File: src/rtl/postprocess_sched_pkg.sv
// Shared widths, rescale latency and sequencer state encoding for the post-process path.
// Constants only; no logic or latency of its own.
package pp_pkg;
   localparam int ITER_W = 9;
   localparam int LEN_W  = 10;
   localparam int RS_LAT = 2;
   localparam int PIPE_D = 1 + RS_LAT;

   typedef enum logic [1:0] {IDLE, RUN, DRAIN, DONE} state_t;
endpackage

File: src/rtl/postprocess_sched_if.sv
// Job handshake, partial-sum read port, rescale control and output write port.
// Master is the sequencer; slave is the surrounding controller and datapath.
interface postprocess_sched_if;
   import pp_pkg::*;

   logic              start;
   logic [LEN_W-1:0]  len;
   logic              busy;
   logic              done;
   logic              psum_rd_en;
   logic [ITER_W-1:0] psum_rd_addr;
   logic              rs_en;
   logic [ITER_W-1:0] rs_iter_in;
   logic [ITER_W-1:0] rs_iter_out;
   logic              out_wr_en;
   logic [ITER_W-1:0] out_wr_addr;
   logic              out_wr_ready;

   modport master (
      input  start, len, rs_iter_out, out_wr_ready,
      output busy, done, psum_rd_en, psum_rd_addr, rs_en, rs_iter_in,
             out_wr_en, out_wr_addr
   );

   modport slave (
      output start, len, rs_iter_out, out_wr_ready,
      input  busy, done, psum_rd_en, psum_rd_addr, rs_en, rs_iter_in,
             out_wr_en, out_wr_addr
   );
endinterface

File: src/rtl/postprocess_sched_valid_pipe.sv
// Enable-gated valid shift register (RAM stage + RS_LAT rescale stages) plus the stage-0 tag.
// Latency 1+RS_LAT on valid; everything holds while en is low.
module pp_valid_pipe
   import pp_pkg::*;
(
   input  logic              clk,
   input  logic              rst,
   input  logic              en,
   input  logic              in_vld,
   input  logic [ITER_W-1:0] in_tag,
   output logic              out_vld,
   output logic [ITER_W-1:0] tag0
);
   logic [PIPE_D-1:0] vld;
   logic [ITER_W-1:0] tag_q;

   always_ff @(posedge clk or posedge rst) begin
      if (rst) begin
         vld   <= '0;
         tag_q <= '0;
      end else if (en) begin
         vld   <= {vld[PIPE_D-2:0], in_vld};
         tag_q <= in_tag;
      end
   end

   assign out_vld = vld[PIPE_D-1];
   assign tag0    = tag_q;
endmodule

File: src/rtl/postprocess_sched.sv
// Walks the partial-sum buffer, steps the rescale pipeline and writes results out; first write 4 cycles after start.
// A held write (out_wr_ready low) freezes reads, the valid pipe and the rescale pipeline.
module postprocess_sched
   import pp_pkg::*;
(
   input logic                 clk,
   input logic                 rst,
   postprocess_sched_if.master bus
);
   state_t           state;
   logic [LEN_W-1:0] len_q;
   logic [LEN_W-1:0] rd_cnt;
   logic [LEN_W-1:0] wr_cnt;
   logic [LEN_W-1:0] wr_cnt_nxt;
   logic             v_rs2;
   logic             stall;
   logic             issue;
   logic             accept;

   assign stall      = v_rs2 & ~bus.out_wr_ready;
   assign bus.rs_en  = ~stall;
   assign issue      = (state == RUN) & ~stall & (rd_cnt < len_q);
   assign accept     = v_rs2 & bus.out_wr_ready;
   assign wr_cnt_nxt = wr_cnt + LEN_W'(accept);

   assign bus.psum_rd_en   = issue;
   assign bus.psum_rd_addr = rd_cnt[ITER_W-1:0];
   assign bus.out_wr_en    = v_rs2;
   assign bus.out_wr_addr  = bus.rs_iter_out;
   assign bus.busy         = (state != IDLE);
   assign bus.done         = (state == DONE);

   pp_valid_pipe u_pipe (
      .clk     (clk),
      .rst     (rst),
      .en      (bus.rs_en),
      .in_vld  (issue),
      .in_tag  (bus.psum_rd_addr),
      .out_vld (v_rs2),
      .tag0    (bus.rs_iter_in)
   );

   always_ff @(posedge clk or posedge rst) begin
      if (rst) begin
         state  <= IDLE;
         len_q  <= '0;
         rd_cnt <= '0;
         wr_cnt <= '0;
      end else begin
         case (state)
            IDLE: begin
               if (bus.start) begin
                  len_q  <= bus.len;
                  rd_cnt <= '0;
                  wr_cnt <= '0;
                  state  <= (bus.len == '0) ? DONE : RUN;
               end
            end
            RUN: begin
               // Long jobs start writing before the last read is issued.
               wr_cnt <= wr_cnt_nxt;
               if (issue) begin
                  rd_cnt <= rd_cnt + LEN_W'(1);
                  if (rd_cnt + LEN_W'(1) == len_q)
                     state <= DRAIN;
               end
            end
            DRAIN: begin
               wr_cnt <= wr_cnt_nxt;
               if (wr_cnt_nxt == len_q)
                  state <= DONE;
            end
            DONE: begin
               state <= IDLE;
            end
            default: state <= IDLE;
         endcase
      end
   end
endmodule

File: src/flat_wrapper.sv
// flat-port wrapper written by rule: the top's interface ports become plain ports
module postprocess_sched_flat import pp_pkg::*;
  (clk, rst, bus_start, bus_len, bus_rs_iter_out, bus_out_wr_ready, bus_busy, bus_done, bus_psum_rd_en, bus_psum_rd_addr, bus_rs_en, bus_rs_iter_in, bus_out_wr_en, bus_out_wr_addr);
  postprocess_sched_if bus_i ();
  input logic clk;
  input logic rst;
  input wire logic [$bits(bus_i.start)-1:0] bus_start;
  input wire logic [$bits(bus_i.len)-1:0] bus_len;
  input wire logic [$bits(bus_i.rs_iter_out)-1:0] bus_rs_iter_out;
  input wire logic [$bits(bus_i.out_wr_ready)-1:0] bus_out_wr_ready;
  output wire logic [$bits(bus_i.busy)-1:0] bus_busy;
  output wire logic [$bits(bus_i.done)-1:0] bus_done;
  output wire logic [$bits(bus_i.psum_rd_en)-1:0] bus_psum_rd_en;
  output wire logic [$bits(bus_i.psum_rd_addr)-1:0] bus_psum_rd_addr;
  output wire logic [$bits(bus_i.rs_en)-1:0] bus_rs_en;
  output wire logic [$bits(bus_i.rs_iter_in)-1:0] bus_rs_iter_in;
  output wire logic [$bits(bus_i.out_wr_en)-1:0] bus_out_wr_en;
  output wire logic [$bits(bus_i.out_wr_addr)-1:0] bus_out_wr_addr;
  assign bus_i.start = bus_start;
  assign bus_i.len = bus_len;
  assign bus_i.rs_iter_out = bus_rs_iter_out;
  assign bus_i.out_wr_ready = bus_out_wr_ready;
  assign bus_busy = bus_i.busy;
  assign bus_done = bus_i.done;
  assign bus_psum_rd_en = bus_i.psum_rd_en;
  assign bus_psum_rd_addr = bus_i.psum_rd_addr;
  assign bus_rs_en = bus_i.rs_en;
  assign bus_rs_iter_in = bus_i.rs_iter_in;
  assign bus_out_wr_en = bus_i.out_wr_en;
  assign bus_out_wr_addr = bus_i.out_wr_addr;
  postprocess_sched u_core (.clk(clk), .rst(rst), .bus(bus_i));
endmodule
File: config.mk
export PLATFORM = sky130hd
export DESIGN_NAME = postprocess_sched_flat
export DESIGN_NICKNAME = d
export VERILOG_FILES = /design/src/rtl/postprocess_sched_pkg.sv /design/src/rtl/postprocess_sched_if.sv /design/src/rtl/postprocess_sched_valid_pipe.sv /design/src/rtl/postprocess_sched.sv /design/src/flat_wrapper.sv
export SDC_FILE = /design/constraint.sdc
export NUM_CORES = 1
export LEC_CHECK = 0
export ABC_AREA = 1
export CORE_AREA = 2 2 67 95
export CTS_CLUSTER_DIAMETER = 200
export DETAILED_ROUTE_END_ITERATION = 8
export DIE_AREA = 0 0 69 97
export PLACE_DENSITY = 0.91
export SLEW_MARGIN = 25
export SYNTH_ARGS = -nofsm -noshare
export SYNTH_HDL_FRONTEND = slang
export SYNTH_SLANG_ARGS = --single-unit
File: constraint.sdc
create_clock -name clk -period 2.5 [get_ports clk]
set_input_delay 0.5 -clock clk [delete_from_list [all_inputs] [get_ports clk]]
set_output_delay 0.5 -clock clk [all_outputs]
set_load 0.01 [all_outputs]
Yosys cells after proc, flatten, opt, wreduce, memory -nomap -nowiden. Index checks and enable logic that the tools add are counted.

Register bits: 44. Bits of input ports: 23. Output and inout port bits: 32. Word-level logic and storage cells: 44.

$add $sub $neg: 2. Order comparisons: 1. Equality and inequality tests: 9. Multiplexer cells: 10. Bitwise operators: 6. Reduce and logical (&&, ||, !) cells: 10.

Operators by type and width (count): case mux 10 bit (2 select lines) (2); equality test 10 bit (2); two-way mux 10 bit (2); adder 10 x 1 -> 10 bit (1); adder 10 x 1 -> 10 bit, second input constant (1); logical NOT 10 bit (1); less-than comparator 10 bit (1); two-way mux 2 bit (5); case mux 2 bit (4 select lines) (1); inequality test 2 bit, second input constant (3); nonzero test 2 bit (3); bitwise AND 1 bit (4); equality test 2 bit, second input constant (2); AND reduction 2 bit (2); AND reduction 4 bit (1); AND reduction 3 bit (1); equality test 2 x 1 -> 1 bit, second input constant (1); logical NOT 2 bit (1); inequality test 2 x 1 -> 1 bit, second input constant (1); NOT 1 bit (2); OR reduction 2 bit (1).

Logic depth before layout (Yosys ltp).
Word-level depth: 7. Gate-level depth with buffers: 17. Gate-level depth less buffers: 17.

By module. A second synthesis with hierarchy kept.

Cell total of the unflattened synthesis: 404. Area total of the unflattened synthesis: 2957.8 um^2.

Modules (own cells, without submodules): postprocess_sched (instances 1, cells each 352, area each 2496.1 um^2, seq. area each 800.8 um^2); pp_valid_pipe (instances 1, cells each 52, area each 461.7 um^2, seq. area each 300.3 um^2).

Worst setup path before layout. Ideal clock, no wire load.

Path type: in2reg. Start: input port bus_out_wr_ready. End: register u_core.state[0]. Library setup time: 0.117 ns. Data arrival time: 1.871 ns. Required time: 2.383 ns. Path slack: 0.512 ns. Stages on the path: 17. Buffers on the path: 0. Cell sequence: nand2_1 inv_1 ha_1 ha_1 nand2_1 nor2_2 nand2_1 nand2_1 nand2_1 nand2_1 nand2_1 nor2_2 nand3_1 nand2_2 nand3_2 nand2_1 nand2_1.

Word-level cells in the longest chain between the ends: 7. Elaborated cells between the ends (all ways): 11. Classes of those cells: add/sub (1); eq/ne (3); bitwise (6); reduce/logical (1).

Ends and longest elaborated chain: start, declared (RTL line flat_wrapper.sv:10) `input wire logic [$bits(bus_i.out_wr_ready)-1:0] bus_out_wr_ready;`; parallel branches: the longest is 6 deep, another holds adder 10 x 1 -> 10 bit; AND reduction 4 bit (no line) (*); end signal, assigned (RTL line postprocess_sched.sv:56) `state <= (bus.len == '0) ? DONE : RUN;`; end, declared (RTL line postprocess_sched.sv:10) `state_t state;`.

Mark *: on every way between the ends. A chain may end at the register's enable or synchronous reset.

Worst setup path in the final report. Ends and elaborated chain as after synthesis.

==> results.md <==
- After routing the design area is 3677 µm².
- The buffer type at the clock tree root is clkbuf_8.
- The leakage power total is 1.856 nW.
- The biggest fanout along the worst timing path is 3.
- After detailed routing, the number of remaining DRC violations is 0.
- Ranked by total cell area, the synthesized netlist is headed by dfrtp_1, nand2_1, ha_1.
- The path class of the tightest hold or removal check is flop to flop.
- Leaving out fill and tap cells, the most frequent cell in the layout is nand2_1.
- The biggest area contributor in the post-synthesis netlist is dfrtp_1.
- At the end of routability-driven placement, the weighted congestion stood at 0.8908.
- Synthesis produced a netlist with a net count of 448.
- The number of pins with negative max-slew slack in the final report is 0.
- The count of nets left with antenna violations once routing finished came out at 0.
- The area fraction of the dominant cell type after synthesis is 0.3641.
- The chip height is 97 µm.
- The HPWL after detailed placement is 5743 µm.
- The worst max-slew margin expressed relative to the limit is 0.6201.
- Buffers placed on the I/O ports in this run total 36.
- The number of iterations in the first detailed-routing pass is 5.
- The count of inserted antenna diode cells is 0.
- The type of element capturing the critical path is a flop.
- The initial antenna violation count is 0.
- Counting instances, the worst hold path has a depth of 2.
- The CTS tree is built.
- The maximum buffer depth of the clock tree is 2.
- The floorplan step defined a core boundary enclosing 5781 µm².
- The largest net degree at the start of global routing is 45.
- The worst register-to-register path has a depth of 16.
- The count of routing violations after the opening detailed-route iteration is 123.
- Clock tree synthesis found a total of 44 sinks.
- For this block, the via count after detailed routing is 2917.
- The worst hold slack after final layout is 462.1 ps.
- Counting flops and latches in the post-synthesis netlist gives 44.
- The initialized floorplan defines 33 standard-cell rows.
- The average size of a mapped cell is 7.430 µm².
- The unique cell type count in the Yosys netlist is 31.
- The highest attainable clock frequency is 417.4 MHz.
- The sequential element share of the synthesized area is 0.3641.
- The die covers 6693 µm².
- The worst min-delay path startpoint is u_core.u_pipe.vld[1].
- The average vias per placed instance is 5.535.
- The flip-flop cell with the highest count after synthesis is dfrtp_1.
- The I/O pin total is 55.
- The critical path class is input pin to flop.
- In the finished design, the share of the clock period the worst path needs comes to 0.9583.
- The setup-violating endpoint count in the final report is 0.
- The maximum vdd ir drop is 843.5 µV.
- The x dimension of the die is 69 µm.
- The share of final-layout standard cells stronger than drive strength 1 is 0.1641.
- The clock-pin slew on the worst setup and hold paths is 80 ps.
- The number of flops mapped to enable cells by yosys is 0.
- Walking the worst path, the cells encountered are clkdlybuf4s50_1 > nand2_1 > inv_1 > ha_1 > ha_2 > buf_4 > inv_1 > nand2_1 > nand2_1 > xor2_1 > nand3_1 > nor2_1 > nand3_1 > nand2_2 > nand3_2 > nand2_1 > nand2_1.
- The worst setup path is launched from an input pin.
- The layout-stage area growth over the synthesis result is 21.60%.
- The mapped cell area is 3024 µm².
- The tool flagged a number of max-cap violations equal to 0.
- The synthesis warning total is 0.
- The wire length after detailed routing is 7863 µm.
- The initial utilization of the core area, before any placement, comes to 0.5232.
- The required arrival time at the worst endpoint is 2700 ps.
- Global routing finished with a remaining overflow of 0.
- The global-route wire length before repair is 12430 µm.
- The endpoint identified for the worst register-to-register timing path is u_core.state[0].
- In the layout the commonest cells are nand2_1, inv_1, dfrtp_1, nand3_1, clkdlybuf4s50_1.
- The later-pin clock latency in the skew report is 300 ps.
- The startpoint identified for the worst register-to-register timing path is u_core.u_pipe.vld[2].
- For the pin with the worst max-slew slack, the measured transition is 569.9 ps.
- The number of buffers created by CTS is 5.
- The fraction of registers with async set/reset is 1.000.
- The number of cells produced by synthesis is 407.
- The flow ran to the end, and the final reports show no timing, DRC or antenna violations.
- The clock tree synthesis step divided the H-tree into 2 levels.
- The overall track demand over capacity in global routing is 0.2311.
- The routed length per instance is 14.92 µm.
- The peak per-stage delay on the critical path is 440 ps.
- In the final design database the tool counted 499 nets.
- The arrival time at the worst endpoint is 2590 ps.
- The worst clock skew is 6.030 ps.
- The total cell area at the placement stage is 3526 µm².
- The minimum clock period is 2396 ps.
- The power density normalized to cell area is 914.7 nW/µm².
- On the critical path, the stage with the largest delay is an instance of clkdlybuf4s50_1.
- For hold timing, the worst endpoint is u_core.u_pipe.vld[2].
- The setup check on the worst reg-to-reg path leaves a slack of 360 ps.
- Tracing the worst setup path back leads to its startpoint at bus_out_wr_ready.
- Counting stages on the worst path, the most repeated cell is nand2_1.
- The number of global-route vias before repair is 2760.
- The total count of hold-check failures in the final report is 0.
-- through the flow --
step | std cells | setup TNS, ps | util | total power, W | setup slack (ps)
2_1_floorplan | 407 | 0 | - | 0.002068 | 512.4
3_3_place_gp | 518 | -242.3 | 0.6100 | 0.002687 | -121.3
3_5_place_dp | 518 | -356.2 | 0.6100 | 0.002744 | -179.2
4_1_cts | 526 | 0 | 0.6294 | 0.003296 | 98.29
5_1_grt | 527 | -31.42 | 0.6361 | 0.003575 | -17.24
6_report | 527 | 0 | 0.6361 | 0.003364 | 104.2
-- flip-flops by register name (all words and copies together) (netlist names) --
signal,flops
u_core.wr_cnt,10
u_core.rd_cnt,10
u_core.u_pipe.vld,3
u_core.u_pipe.tag0,9
u_core.len_q,10
u_core.state,2
-- metal layers --
metal  GRT usage  up-vias  wire length (µm)
li1            -     1400                 -
met1      0.2543     1347              2859
met2      0.4075      130              4045
met3     0.02188       40               437
met4      0.1659        0               521
met5           0        -                 0
-- final cells by class --
type / count / area [µm²]
Clock buffer: 5 / 68.82
Clock inverter: 1 / 30.03
Fill cell: 458 / 2103
Inverter: 56 / 210.2
Multi-Input combinational cell: 284 / 1587
Sequential cell: 44 / 1102
Tap cell: 70 / 87.58
Timing Repair Buffer: 67 / 591.8
-- power breakdown --
group	internal [W]	switching (W)
Combinational	0.000704	0.00110
Sequential	0.000884	0.000147
Clock	0.000287	0.000244
Total	0.00188	0.00149
-- worst max-delay path: cells and delay by family --
family | cells | cell delay (ps)
buffers and inverters | 4 | 700
xor gates and xnor gates | 1 | 150
adders and majority gates | 2 | 370
and+or+nand+nor | 10 | 880
-- timing repair --
item                                   in CTS  in global routing
setup endpoints to repair                   1                  3
hold buffers                                0                  0
setup buffers                               2                  1
gates resized for setup                     2                 11
pin swaps                                   0                  2
endpoints found under the hold margin       0                  0
-- synth_stat cells (3+ instances only) --
cell / count
a21oi_1: 9
o22ai_1: 8
nor2_1: 12
o31ai_1: 8
nand2_4: 3
nand2_2: 6
buf_4: 18
ha_1: 18
o21ai_0: 24
nand3_2: 4
nor2_2: 6
inv_1: 52
nand2_1: 127
nand4_1: 6
nand3_1: 38
dfrtp_1: 44
inv_2: 3
clkbuf_1: 3
-- cell families (layout without fill, tap and decap cells) --
| group | Yosys count | after routing | synth area share |
|---|---|---|---|
| xor gates and xnor gates | 3 | 3 | 0.008690 |
| DFF | 44 | 44 | 0.3641 |
| buffers and inverters | 79 | 129 | 0.1212 |
| and+or+nand+nor | 210 | 210 | 0.3310 |
| AOI/OAI and AO/OA | 53 | 53 | 0.1005 |
| adders and majority gates | 18 | 18 | 0.07447 |
-- worst max path at each step --
| stage | endpoint | slack (ps) | cells past startpoint |
|---|---|---|---|
| global placement | u_core.state[0] | -120 | 16 |
| detailed placement | u_core.state[0] | -180 | 18 |
| CTS | bus_psum_rd_en | 100 | 7 |
| global route | u_core.state[1] | -20 | 18 |
| floorplan | u_core.state[0] | 510 | 17 |
| finish | u_core.state[0] | 100 | 17 |
Note: power is estimated with default switching activity, not from simulation.
